### src/rtl/rename_commit_ctrl.sv
// -----------------------------------------------------------------------------
// rename_commit_ctrl
//
// Sequencer in front of renaming_map. It decides when a new rename may fire
// (rename_en_o drives the map's fetch_entry_ready_i). It keeps every renamed
// instruction in an in-order queue until it commits. On each commit it returns
// the physical register that the committing instruction displaced
// (dealloc_we_o/dealloc_addr_o drive the map's we_gp_i/waddr_i). A small FSM
// quiesces the rename path on request.
//
// Optional build macro: RENAME_COMMIT_CTRL_CHECK_EN
//   When defined, each queue entry also keeps alloc_phys, and a per-physical
//   register busy vector is maintained. Simulation assertions catch double
//   allocation, freeing a free register, commit while empty and free-count
//   under/overflow. Functional behaviour is identical either way.
//
// Ports
//   clk_i, rst_ni        clock, asynchronous active-low reset
//   fetch_valid_i        front end presents an instruction
//   fetch_ready_o        controller accepts it this cycle
//   rd_arch_i            architectural destination (0 = no destination)
//   alloc_phys_i         physical register the map assigns this cycle
//   prev_phys_i          current mapping of rd_arch_i, freed at commit
//   rename_en_o          rename fires this cycle (combinational)
//   commit_valid_i       oldest in-flight instruction commits
//   commit_ready_o       queue is non-empty
//   dealloc_we_o         registered free strobe to the map
//   dealloc_addr_o       registered physical register being freed
//   drain_req_i          request to quiesce the rename path
//   drain_done_o         drained: everything in flight has committed
//   free_cnt_o           number of free physical registers
//   inflight_cnt_o       queue occupancy
// -----------------------------------------------------------------------------
module rename_commit_ctrl #(
   parameter int ARCH_REG_WIDTH = 5,
   parameter int PHYS_REG_WIDTH = 6,
   parameter int NR_INFLIGHT    = 8
) (
   input  logic                              clk_i,
   input  logic                              rst_ni,
   input  logic                              fetch_valid_i,
   output logic                              fetch_ready_o,
   input  logic [ARCH_REG_WIDTH-1:0]         rd_arch_i,
   input  logic [PHYS_REG_WIDTH-1:0]         alloc_phys_i,
   input  logic [PHYS_REG_WIDTH-1:0]         prev_phys_i,
   output logic                              rename_en_o,
   input  logic                              commit_valid_i,
   output logic                              commit_ready_o,
   output logic                              dealloc_we_o,
   output logic [PHYS_REG_WIDTH-1:0]         dealloc_addr_o,
   input  logic                              drain_req_i,
   output logic                              drain_done_o,
   output logic [PHYS_REG_WIDTH:0]           free_cnt_o,
   output logic [$clog2(NR_INFLIGHT):0]      inflight_cnt_o
);

   localparam int NR_ARCH = 2 ** ARCH_REG_WIDTH;
   localparam int NR_PHYS = 2 ** PHYS_REG_WIDTH;
   localparam int PTR_W   = $clog2(NR_INFLIGHT);
   localparam int CNT_W   = PTR_W + 1;
   localparam int FREE_W  = PHYS_REG_WIDTH + 1;

   // Architectural registers start out mapped one-to-one onto the low
   // physical registers, so only the remainder is free after reset.
   localparam logic [FREE_W-1:0] FREE_RESET = FREE_W'(NR_PHYS - NR_ARCH);
   localparam logic [CNT_W-1:0]  CNT_FULL   = CNT_W'(NR_INFLIGHT);

   typedef enum logic [1:0] {
      RUN     = 2'd0,
      DRAIN   = 2'd1,
      DRAINED = 2'd2
   } state_e;

   // ---------------------------------------------------------------------------
   // State
   // ---------------------------------------------------------------------------
   state_e                    state_q, state_d;
   logic [PTR_W-1:0]          head_q, head_d;
   logic [PTR_W-1:0]          tail_q, tail_d;
   logic [CNT_W-1:0]          count_q, count_d;
   logic [FREE_W-1:0]         free_cnt_q, free_cnt_d;
   logic                      dealloc_we_q, dealloc_we_d;
   logic [PHYS_REG_WIDTH-1:0] dealloc_addr_q, dealloc_addr_d;
   logic                      drain_done_q, drain_done_d;

   // In-flight queue storage, one entry per renamed instruction.
   logic                      q_has_rd_q [NR_INFLIGHT];
   logic [PHYS_REG_WIDTH-1:0] q_prev_q   [NR_INFLIGHT];

   // ---------------------------------------------------------------------------
   // Handshakes
   // ---------------------------------------------------------------------------
   logic writes_rd;
   logic empty;
   logic full;
   logic fetch_ready;
   logic rename_fire;
   logic commit_fire;
   logic head_has_rd;
   logic [PHYS_REG_WIDTH-1:0] head_prev;
   logic free_dec;
   logic free_inc;

   assign writes_rd   = (rd_arch_i != '0);
   assign empty       = (count_q == '0);
   assign full        = (count_q == CNT_FULL);

   // drain_req_i is folded in next to the state so that renames stop in the
   // very cycle the request is raised, not one cycle later when the state
   // register has moved to DRAIN. A full queue blocks fetch even while a
   // commit frees a slot in the same cycle, so commit_valid_i never reaches
   // this path.
   assign fetch_ready = (state_q == RUN) && !drain_req_i && !full &&
                        ((free_cnt_q != '0) || !writes_rd);

   assign rename_fire = fetch_valid_i && fetch_ready;
   assign commit_fire = commit_valid_i && !empty;

   assign head_has_rd = q_has_rd_q[head_q];
   assign head_prev   = q_prev_q[head_q];

   assign free_dec    = rename_fire && writes_rd;
   assign free_inc    = commit_fire && head_has_rd;

   // ---------------------------------------------------------------------------
   // Queue pointers, counters and dealloc port
   // ---------------------------------------------------------------------------
   // NOTE: every variable assigned in an always_comb gets a default first, so
   // no path through the block leaves it unassigned and no latch is inferred.
   always_comb begin
      head_d         = head_q;
      tail_d         = tail_q;
      count_d        = count_q;
      free_cnt_d     = free_cnt_q;
      dealloc_we_d   = 1'b0;
      dealloc_addr_d = dealloc_addr_q;

      // Pointers are exactly PTR_W bits wide, so they wrap modulo the depth.
      if (rename_fire) tail_d = tail_q + 1'b1;
      if (commit_fire) head_d = head_q + 1'b1;

      unique case ({rename_fire, commit_fire})
         2'b10:   count_d = count_q + 1'b1;
         2'b01:   count_d = count_q - 1'b1;
         default: count_d = count_q;
      endcase

      // A simultaneous allocate and free cancel out.
      if (free_dec && !free_inc) begin
         free_cnt_d = free_cnt_q - 1'b1;
      end else if (free_inc && !free_dec) begin
         free_cnt_d = free_cnt_q + 1'b1;
      end

      // The address follows every commit, even one without a destination,
      // and holds between commits; the strobe marks the real frees.
      if (commit_fire) begin
         dealloc_we_d   = head_has_rd;
         dealloc_addr_d = head_prev;
      end
   end

   // ---------------------------------------------------------------------------
   // Drain FSM
   // ---------------------------------------------------------------------------
   always_comb begin
      state_d = state_q;
      unique case (state_q)
         RUN: begin
            if (drain_req_i) state_d = DRAIN;
         end
         DRAIN: begin
            // An early withdrawal wins over reaching empty.
            if (!drain_req_i) begin
               state_d = RUN;
            end else if (empty) begin
               state_d = DRAINED;
            end
         end
         DRAINED: begin
            if (!drain_req_i) state_d = RUN;
         end
         default: state_d = RUN;
      endcase

      drain_done_d = (state_d == DRAINED);
   end

   // ---------------------------------------------------------------------------
   // Registers
   // ---------------------------------------------------------------------------
   // NOTE: sequential state uses non-blocking assignments only, so every flop
   // samples the values from before the edge no matter the statement order.
   always_ff @(posedge clk_i or negedge rst_ni) begin
      if (!rst_ni) begin
         state_q        <= RUN;
         head_q         <= '0;
         tail_q         <= '0;
         count_q        <= '0;
         free_cnt_q     <= FREE_RESET;
         dealloc_we_q   <= 1'b0;
         dealloc_addr_q <= '0;
         drain_done_q   <= 1'b0;
      end else begin
         state_q        <= state_d;
         head_q         <= head_d;
         tail_q         <= tail_d;
         count_q        <= count_d;
         free_cnt_q     <= free_cnt_d;
         dealloc_we_q   <= dealloc_we_d;
         dealloc_addr_q <= dealloc_addr_d;
         drain_done_q   <= drain_done_d;
      end
   end

   // NOTE: the queue storage is deliberately not reset. An entry is only read
   // once the occupancy counter says it was written, and clearing the
   // counter and pointers on reset discards all in-flight entries.
   always_ff @(posedge clk_i) begin
      if (rename_fire) begin
         q_has_rd_q[tail_q] <= writes_rd;
         q_prev_q[tail_q]   <= prev_phys_i;
      end
   end

   // ---------------------------------------------------------------------------
   // Optional consistency checker
   // ---------------------------------------------------------------------------
`ifdef RENAME_COMMIT_CTRL_CHECK_EN
   // The identity-mapped architectural registers are busy from reset.
   localparam logic [NR_PHYS-1:0] BUSY_RESET =
      {{(NR_PHYS - NR_ARCH){1'b0}}, {NR_ARCH{1'b1}}};

   logic [PHYS_REG_WIDTH-1:0] q_alloc_q [NR_INFLIGHT];
   logic [NR_PHYS-1:0]        busy_q, busy_d;

   always_comb begin
      busy_d = busy_q;
      // Free before allocate: the map only sees the free one cycle later, so
      // it cannot hand the same register out again in this cycle.
      if (free_inc) busy_d[head_prev]    = 1'b0;
      if (free_dec) busy_d[alloc_phys_i] = 1'b1;
   end

   always_ff @(posedge clk_i or negedge rst_ni) begin
      if (!rst_ni) begin
         busy_q <= BUSY_RESET;
      end else begin
         busy_q <= busy_d;
      end
   end

   always_ff @(posedge clk_i) begin
      if (rename_fire) begin
         q_alloc_q[tail_q] <= alloc_phys_i;
      end
   end

   always_ff @(posedge clk_i) begin
      if (rst_ni) begin
         assert (!(free_dec && busy_q[alloc_phys_i]));
         assert (!(free_inc && !busy_q[head_prev]));
         // The register the committing instruction owns must still be live.
         assert (!(free_inc && !busy_q[q_alloc_q[head_q]]));
         assert (!(commit_valid_i && empty));
         assert (!(free_dec && !free_inc && (free_cnt_q == '0)));
         assert (!(free_inc && !free_dec && (free_cnt_q == FREE_RESET)));
      end
   end
`else
   // alloc_phys_i only feeds the checker; tie it off when the checker is out.
   logic unused_alloc_phys;
   assign unused_alloc_phys = ^alloc_phys_i;
`endif

   // ---------------------------------------------------------------------------
   // Outputs
   // ---------------------------------------------------------------------------
   assign fetch_ready_o  = fetch_ready;
   assign rename_en_o    = rename_fire;
   assign commit_ready_o = !empty;
   assign dealloc_we_o   = dealloc_we_q;
   assign dealloc_addr_o = dealloc_addr_q;
   assign drain_done_o   = drain_done_q;
   assign free_cnt_o     = free_cnt_q;
   assign inflight_cnt_o = count_q;

endmodule

### config.mk
export PLATFORM = sky130hd
export DESIGN_NAME = rename_commit_ctrl
export DESIGN_NICKNAME = d
export VERILOG_FILES = /design/src/rtl/rename_commit_ctrl.sv
export SDC_FILE = /design/constraint.sdc
export NUM_CORES = 1
export LEC_CHECK = 0
export ABC_AREA = 1
export BUFFER_PORTS_ARGS = -buffer_cell sky130_fd_sc_hd__buf_2
export CAP_MARGIN = 10
export CORE_MARGIN = 8
export CORE_UTILIZATION = 52
export CTS_CLUSTER_SIZE = 30
export DETAILED_ROUTE_END_ITERATION = 8
export PLACE_DENSITY = 0.82
export SYNTH_ARGS = -nofsm -noshare
export SYNTH_HDL_FRONTEND = slang
export SYNTH_SLANG_ARGS = --single-unit
### constraint.sdc
create_clock -name clk_i -period 2.15 [get_ports clk_i]
set_clock_uncertainty 0.1 [all_clocks]
set_input_delay 0.43 -clock clk_i [delete_from_list [all_inputs] [get_ports clk_i]]
set_output_delay 0.43 -clock clk_i [all_outputs]
set_load 0.05 [all_outputs]
**Yosys cells after proc, flatten, opt, wreduce, memory -nomap -nowiden**

Memories as Yosys holds them, arrays and structs flattened. A register that Yosys moved wholly into a read port is not among the register bits.
Index checks and enable logic that the tools add are counted.

- $add $sub $neg: 6
- Eq/ne operators: 6
- Multiplexer cells: 11
- Reduce and logical (&&, ||, !) cells: 23

Operators with widths:

| cell | count |
|---|---|
| $mux W7 | 2 |
| $logic_and A1 B1 Y1 | 9 |
| $mux W2 | 4 |
| $pmux W4 S2 | 1 |
| $add A7 B1 Y7 const B | 1 |
| $logic_not A1 Y1 | 7 |
| $reduce_bool A7 Y1 | 1 |
| $sub A7 B1 Y7 const B | 1 |
| $add A3 B1 Y3 const B | 2 |
| $eq A2 B2 Y1 const B | 3 |
| $pmux W2 S3 | 1 |
| $reduce_bool A5 Y1 | 1 |
| $add A4 B1 Y4 const B | 1 |
| $eq A2 B1 Y1 const B | 2 |
| $eq A4 B4 Y1 const B | 1 |
| $logic_not A4 Y1 | 1 |
| $reduce_bool A2 Y1 | 2 |
| $sub A4 B1 Y4 const B | 1 |
| $mux W1 | 3 |
| $logic_not A2 Y1 | 1 |
| $logic_or A1 B1 Y1 | 1 |

- Flip-flop bits (word level): 21
- Memory bits (writable): 56
- Input bits: 22
- Output and inout bits: 22
- Word-level logic and storage cells: 55
- Memories kept: 2

Memories:

| name | words | width | read ports | clocked after Yosys merged registers in | write ports | line | RTL |
|---|---|---|---|---|---|---|---|
| q_prev_q | 8 | 6 | 1 | 1 | 1 | 88 | `logic [PHYS_REG_WIDTH-1:0] q_prev_q [NR_INFLIGHT];` |
| q_has_rd_q | 8 | 1 | 1 | 0 | 1 | 87 | `logic q_has_rd_q [NR_INFLIGHT];` |

**Logic depth before layout (Yosys ltp)**

Gate-level depths: netlist (run 1).

- Word-level depth: 10
- Depth in mapped cells: 18

**Least setup slack after synthesis (run 1)**

OpenSTA, ideal clock, no wires.

- Path kind: flip-flop to flip-flop
- Start point: register count_q[2], in the netlist inflight_cnt_o[2]
- End point: register free_cnt_q[6], in the netlist free_cnt_o[6]
- Library setup time: 0.067 ns
- Arrival time: 2.835 ns
- Data required time: 1.983 ns
- Path slack: -0.852 ns
- Stages on the path, launching flop included: 17
- Buffers on the path: 0
- Clock period less this slack: 3.002 ns
- Cells stage by stage: dfrtp_1 -> nor2_1 -> a21oi_4 -> nand3_4 -> inv_1 -> nand2_1 -> inv_1 -> ha_1 -> inv_1 -> fa_1 -> inv_1 -> nand2_1 -> nand2_1 -> nand3_1 -> nand3_1 -> nand3_1 -> nand2_1

- Word-level cells in the longest chain between the ends: 9
- Elaborated cells on any way between the ends: 16
- Those cells by class: eq/ne: 1; mux: 1; reduce/logical: 14

Ends and longest elaborated chain:

| item | line | RTL |
|---|---|---|
| start: declaration | 80 | `logic [CNT_W-1:0] count_q, count_d;` |
| start signal: assignment | 208 | `count_q <= count_d;` |
| $eq A4 B4 Y1 (*) | 106 | `assign full = (count_q == CNT_FULL);` |
| $logic_not A1 Y1 (*) | 113 | `assign fetch_ready = (state_q == RUN) && !drain_req_i && !full &&` |
| $logic_and A1 B1 Y1 (*) (2 in a row) | 113 |  |
| $logic_and A1 B1 Y1 (*) | 116 | `assign rename_fire = fetch_valid_i && fetch_ready;` |
| named net rename_en_o | 46 | `output logic rename_en_o,` |
| $logic_and A1 B1 Y1 (*) | 122 | `assign free_dec = rename_fire && writes_rd;` |
| $logic_not A1 Y1 | 151 | `end else if (free_inc && !free_dec) begin` |
| $logic_and A1 B1 Y1 | 151 |  |
| $reduce_bool A2 Y1 (no line) | -- |  |
| end signal: assignment | 209 | `free_cnt_q <= free_cnt_d;` |
| end: declaration | 81 | `logic [FREE_W-1:0] free_cnt_q, free_cnt_d;` |

Mark *: on every way through the listed nets, which the timed path passes. The rest lies on a longest branch.
A chain may end at the register's enable or synchronous reset.

**Final worst setup path (run 1)**

- Start point: register free_cnt_q[5], in the netlist free_cnt_o[5]
- End point: register free_cnt_q[6], in the netlist free_cnt_o[6]

- Word-level cells in the longest chain between the ends: 8
- Elaborated cells on any way between the ends: 13
- Those cells by class: add/sub: 2; mux: 2; reduce/logical: 9

Ends and longest elaborated chain:

| item |
|---|
| parallel branches: the longest is 8 deep, another holds $add A7 B1 Y7 |

Parallel ways; which one is timed is not known. The select of a mux whose other input is x is not followed.

==> results.txt, run 1 <==
Die Ht: 102 um
Main synth FF type: edfxtp_1
hpwl dp: 5990 um
CTS buffer count: 9
P_leak: 0.00222 uW
placed inst area: 0.00454 mm^2
gpl congestion: 0.825
Max Cap Viol: 0
Yosys top cell by area: edfxtp_1
DIE AREA: 0.0105 mm^2
total wire length: 9060 um
later-pin clock latency in the skew report: 350 ps
# DRC: 0
reg2reg setup slack: -220 ps
DR pass1 iterations: 4
reg2reg end: free_cnt_o[6]
Finished Cell Area: 0.00494 mm^2
most used cell, CP: nand2_1
EDFF count, synth: 56
unrepaired setup endpoints after global routing: yes
Initial DRC Count: 180
core footprint: 0.00725 mm^2
final setup vio count: 7
Mapped Cells: 396
Pins Over Slew Limit: 0
Syn-to-layout area delta: 27.3%
largest net degree at the start of global routing: 28
fin crit period: 2370 ps
Worst Path Arrival: 2510 ps
most common cell after layout, fill and taps aside: nand2_1
Hold Startpoint: drain_req_i
Hold WC Path Type: in2reg
WHS: 226 ps
I/O Pins: 44
kind of end point of the critical path: register
Synthesized Nets: 431
first-pass GRT wire length: 14,200 um
Max FO, Critical Path: 6
slowest CP cell: dfstp_2
setup ws final: -217 ps
pwr dens: 1410 mW/mm^2
Mapped Area: 0.00388 mm^2
Synth top area share: 0.433
Final #Nets: 523
Async S/R FF share, synth: 0.325
Clock Sink Count: 83
launch point of the worst reg-to-reg path: free_cnt_o[5]
drt via density: 5.13
die width: 102 um
DRT antenna net count: 0
H-tree Lvls: 3
IO Port Bufs: 37
Post-Place Setup Slack: -339 ps
Worst Tran Pin Value: 614 ps
routed wire length per instance: 15.3 um
Yosys reg bits: 83
CP Class: reg2reg
commonest cells after routing, fill and taps aside: nand2_1 (125), edfxtp_1 (56), buf_4 (52)
vias in the first global route: 3,107
Worst slew margin: 0.591
Pwr Total: 6990 uW
Ys Warns: 0
initial antenna violation count: 0
top cells by area, synth: edfxtp_1 (43%), dfrtp_1 (17%), nand2_1 (13%)
Hold Vio Cnt, Final: 0
failing checks: negative setup slack
CTS tree: built
hold path depth: 3
All-Layer GR Usage: 0.178
Max Buffers Root-to-Sink: 2
row cnt: 31
worst-path cell chain: nor2_2 -> nand2_1 -> nor2_2 -> nand2_2 -> nand3_4 -> clkinvlp_4 -> nand2_2 -> inv_2 -> ha_4 -> inv_2 -> fa_2 -> inv_2 -> buf_4 -> nand2_1 -> nand3_1 -> nand2_1 -> nand3_1 -> nand2_1
CTS root buf: clkbuf_8
Final period util: 1.10
f_max: 422 MHz
Mapped Avg Cell Area: 9.81 um^2
clock slew at reported path FFs: 80 ps
FILL cells: 517
vias post-DR: 3,038
total gr overflow: 0
Largest stage delay, worst path: 550 ps
Distinct cells, synth: 28
CP Launch Type: register
path depth of the worst reg2reg path: 18
initial core utilization: 0.535
ratio of cells with drive above 1 in the final layout: 0.329
WHS Endpoint: state_q[0]
CP Data Required Time: 2300 ps
Seq/Total Area, Yosys: 0.607
antenna cell count: 0
status: finished, violations left
maximum vdd drop: 0.00106 V
[how the worst max path moves through the flow]
stage / startpoint / end / cells after the start
5_1_grt: free_cnt_o[3] / free_cnt_o[6] / 18
3_5_place_dp: rd_arch_i[1] / free_cnt_o[6] / 18
2_1_floorplan: free_cnt_o[4] / free_cnt_o[6] / 17
4_1_cts: free_cnt_o[0] / free_cnt_o[6] / 17
6_report: free_cnt_o[5] / free_cnt_o[6] / 18
3_3_place_gp: drain_req_i / free_cnt_o[6] / 18
[metal layers]
metal / vias up / track usage / wire [um]
met5: - / 0 / 0
met4: 0 / 0.0835 / 214
met3: 25 / 0.0375 / 552
met2: 110 / 0.316 / 4710
met1: 1428 / 0.200 / 3580
li1: 1475 / - / -
[per-stage QoR]
step           utilization  instances  setup TNS, ps
2_1_floorplan            -        396          -2900
3_3_place_gp         0.626        569          -1370
3_5_place_dp         0.626        569          -2170
4_1_cts              0.666        588           -793
5_1_grt              0.681        592          -2130
6_report             0.681        592           -901
[kinds of logic after synthesis]
family,count (synthesis),share of synthesized area
AO/OA/AOI/OAI,25,0.0377
XOR/XNOR,9,0.0203
adder cells (fa/ha/maj),13,0.0457
buffers and inverters,46,0.0512
flip-flops,83,0.607
AND/OR/NAND/NOR,220,0.238
[sequential cells by signal, indices dropped and copies added, names as in the netlist]
signal and cells:
head_q 3, q_prev_q 48, dealloc_we_o 1, state_q 2, q_has_rd_q 8, inflight_cnt_o 4
drain_done_o 1, free_cnt_o 7, dealloc_addr_o 6, tail_q 3
[where the power goes]
part / internal [uW] / total, uW / leakage, uW / switching, uW
Clock: 460 / 1030 / 0.0000855 / 570
Sequential: 2010 / 2230 / 0.000819 / 223
Combinational: 1380 / 3730 / 0.00131 / 2350
Total: 3850 / 6990 / 0.00222 / 3140
[worst max-delay path, delay by kind of cell, from the launching register on]
kind / cells / cell delay [ps]
adders and majority gates: 2 / 560
buffers and inverters: 5 / 380
DFF: 1 / 550
and+or+nand+nor: 11 / 650
[final cells by class]
cell class                      instances  area [um^2]  share of cell area
Clock inverter                          6         48.8             0.00987
Tap cell                               99          124              0.0251
Multi-Input combinational cell        267         1500               0.303
Clock buffer                           10          138              0.0278
Timing Repair Buffer                   93          632               0.128
Inverter                               34          131              0.0266
Sequential cell                        83         2370               0.480
[synthesized netlist by cell type, types with 3 or more instances]
library cell    n
nand2_1       135
edfxtp_1       56
nor2_1         41
nand3_1        35
inv_1          32
dfrtp_1        26
o21ai_0        16
ha_1           11
a21oi_1         5
clkbuf_1        5
xnor2_1         5
xor2_1          4
nand4_1         3
[timing repair]
action,4_1_cts,5_1_grt
gates resized for setup,20,24
hold buffers,1,0
pin swaps,10,8
setup endpoints to repair,11,11
setup buffers,2,7
hold endpoints to repair,11,0
(Power assumes the default switching activity.)
==> run 2: changes to the inputs <==
Settings changed: CORE_UTILIZATION 52 to 60, GPL_TIMING_DRIVEN set to 0, PLACE_DENSITY 0.82 to 0.89.
Clock period 2.15 ns to 2.9 ns, I/O delays scaled along.
==> run 2 against run 1 <==
The flow now finishes without violations. Clock power decreased by 22%. Utilization is 1.5 points higher. Setup slack improved by 450 ps. Largest power group unchanged. Highest routed layer unchanged.
==> results.txt, run 2 (synthesis results as in run 1) <==
P_leak: 0.00201 uW (-9.3%)
fin crit period: 2670 ps (+301 ps)
Largest register FFs: 48 (unchanged)
vias post-DR: 2,906 (-4.3%)
I/O Pins: 44 (unchanged)
Max FO, Critical Path: 9 (+3)
All-Layer GR Usage: 0.190 (+0.0115)
setup ws final: 232 ps (+449 ps)
CTS root buf: clkbuf_8
Worst Path Arrival: 2850 ps (+340 ps)
status: finished, final reports clean
DRT antenna net count: 0 (unchanged)
Syn-to-layout area delta: 13.1%
hpwl dp: 5610 um (-6.2%)
WHS: 133 ps (-92.2 ps)
pwr dens: 1060 mW/mm^2 (-25%)
first-pass GRT wire length: 13,100 um (-7.3%)
Top reg by flops: q_prev_q
CP Data Required Time: 3090 ps (+790 ps)
final setup vio count: 0 (-7)
CP Class: reg2reg
path depth of the worst reg2reg path: 18 (unchanged)
FILL cells: 449 (-13%)
initial core utilization: 0.615 (+0.0797)
Finished Cell Area: 0.00439 mm^2 (-11%)
# DRC: 0 (unchanged)
placed inst area: 0.00417 mm^2 (-8.1%)
Final period util: 0.920 (-0.181)
total wire length: 8220 um (-9.2%)
f_max: 375 MHz (-11%)
antenna cell count: 0 (unchanged)
most common cell after layout, fill and taps aside: nand2_1
Setup crit start: free_cnt_o[5]
unrepaired setup endpoints after global routing: no
Hold Buf Count CTS: 0 (-1)
vias in the first global route: 2,823 (-9.1%)
Clock Sink Count: 83 (unchanged)
clock slew at reported path FFs: 80 ps (about the same)
commonest cells after routing, fill and taps aside: nand2_1 (134), edfxtp_1 (56), nor2_1 (41)
Hold WC Path Type: in2async
maximum vdd drop: 0.000687 V (-35%)
Worst Tran Pin Value: 720 ps (+107 ps)
Largest stage delay, worst path: 560 ps (about the same)
kind of end point of the critical path: register
row cnt: 29 (-6.5%)
IO Port Bufs: 37 (unchanged)
reg2reg end: free_cnt_o[6]
met1 Usage GRT: 0.226 (+0.0260)
Worst slew margin: 0.518 (-0.0728)
GR Util met3: 0.0348 (-0.00269)
total gr overflow: 0 (unchanged)
launch point of the worst reg-to-reg path: free_cnt_o[5]
CTS buffer count: 9 (unchanged)
reg2reg setup slack: 230 ps (+450 ps)
Finished Layout Cells: 529 (-11%)
slowest CP cell: dfstp_2
Post-Place Setup Slack: -474 ps (-134 ps)
core footprint: 0.00631 mm^2 (-13%)
later-pin clock latency in the skew report: 350 ps (about the same)
routed wire length per instance: 15.5 um (+1.6%)
drt via density: 5.49 (+7.0%)
initial antenna violation count: 0 (unchanged)
ratio of cells with drive above 1 in the final layout: 0.157 (-0.172)
Die Ht: 96.5 um (-5.8%)
most used cell, CP: nand2_1
Final #Nets: 482 (-7.8%)
DIE AREA: 0.00930 mm^2 (-11%)
CTS tree: built
DR pass1 iterations: 5 (+1)
gr busiest metal: met2
Max Cap Viol: 0 (unchanged)
CP Launch Type: register
met2 Use GR: 0.316 (+0.000550)
Max Buffers Root-to-Sink: 2 (unchanged)
Pins Over Slew Limit: 0 (unchanged)
largest net degree at the start of global routing: 28 (unchanged)
Initial DRC Count: 274 (+52%)
H-tree Lvls: 3 (unchanged)
Hold Vio Cnt, Final: 0 (unchanged)
placed insts: 510 (-10%)
Pwr Total: 4670 uW (-33%)
worst-path cell chain: nor2_1 -> nand2_1 -> nor2_1 -> nand2_2 -> nand3_4 -> clkinvlp_4 -> nand2_1 -> inv_1 -> ha_4 -> inv_1 -> fa_1 -> inv_1 -> nand2_1 -> nand2_1 -> nand3_1 -> nand3_1 -> nand3_1 -> nand2_1
die width: 96.5 um (-5.8%)
CP endpoint: free_cnt_o[6]
gpl congestion: 0.860 (+4.2%)
[run 2: cell count changes in the layout (fill, tap and decap cells not counted), sizes merged, moves of 2 or more]
cell	delta
clkinvlp	-2
inv	-2
clkinv	+2
buf	-46
clkbuf	+7
[run 2: layer usage]
metal / part of all wire / wire length (um) / vias to the layer above
met3: 0.078 / 641 / 21
met4: 0.026 / 213 / 0
met2: 0.50 / 4140 / 133
li1: - / - / 1396
met5: 0 / 0 / -
met1: 0.39 / 3230 / 1356
[run 2: cell type report]
type	count	area, um^2	share of cell area
clock buffer	11	131	0.0299
clock inverter	5	55.1	0.0125
timing repair buffer	40	208	0.0473
inverter	34	131	0.0299
sequential	83	2360	0.537
tap	77	96.3	0.0219
multi-input combinational	267	1340	0.305
buffer	12	72.6	0.0165
[run 2: what timing repair did]
action                     CTS  global route
setup buffers                1             2
gates resized for setup      1             4
setup endpoints to repair    2             2
pin swaps                    1             0
[run 2: worst min-delay path by stage]
stage | slack (ps) | startpoint | end | depth (start not counted)
after floorplan | 180 | rst_ni | dealloc_addr_o[0] | 0
final | 130 | rst_ni | free_cnt_o[4] | 1
after detailed placement | 360 | dealloc_addr_o[3] | dealloc_addr_o[3] | 2
after global routing | 180 | rst_ni | free_cnt_o[4] | 1
after CTS | 140 | rst_ni | free_cnt_o[4] | 1
after global placement | 360 | dealloc_addr_o[4] | dealloc_addr_o[4] | 2
[run 2: worst max-delay path: cells and delay by family (launching register included)]
kind                     cells  cell delay (ps)
AND/OR/NAND/NOR             12             1000
buffers and inverters        4              350
flip-flops                   1              560
adder cells (fa/ha/maj)      2              580
[run 2: per-stage QoR]
| step | TNS [ps] | utilization |
|---|---|---|
| finish | 0 | 0.696 |
| floorplan | 0 | - |
| CTS | 0 | 0.691 |
| global route | 0 | 0.696 |
| global placement | -1040 | 0.660 |
| detailed placement | -1800 | 0.660 |
[run 2: power by group]
| group | total [uW] | internal, uW | switching, uW | leakage, uW |
|---|---|---|---|---|
| Sequential | 1650 | 1480 | 170 | 0.000833 |
| Combinational | 2220 | 662 | 1560 | 0.00109 |
| Clock | 803 | 398 | 406 | 0.0000914 |
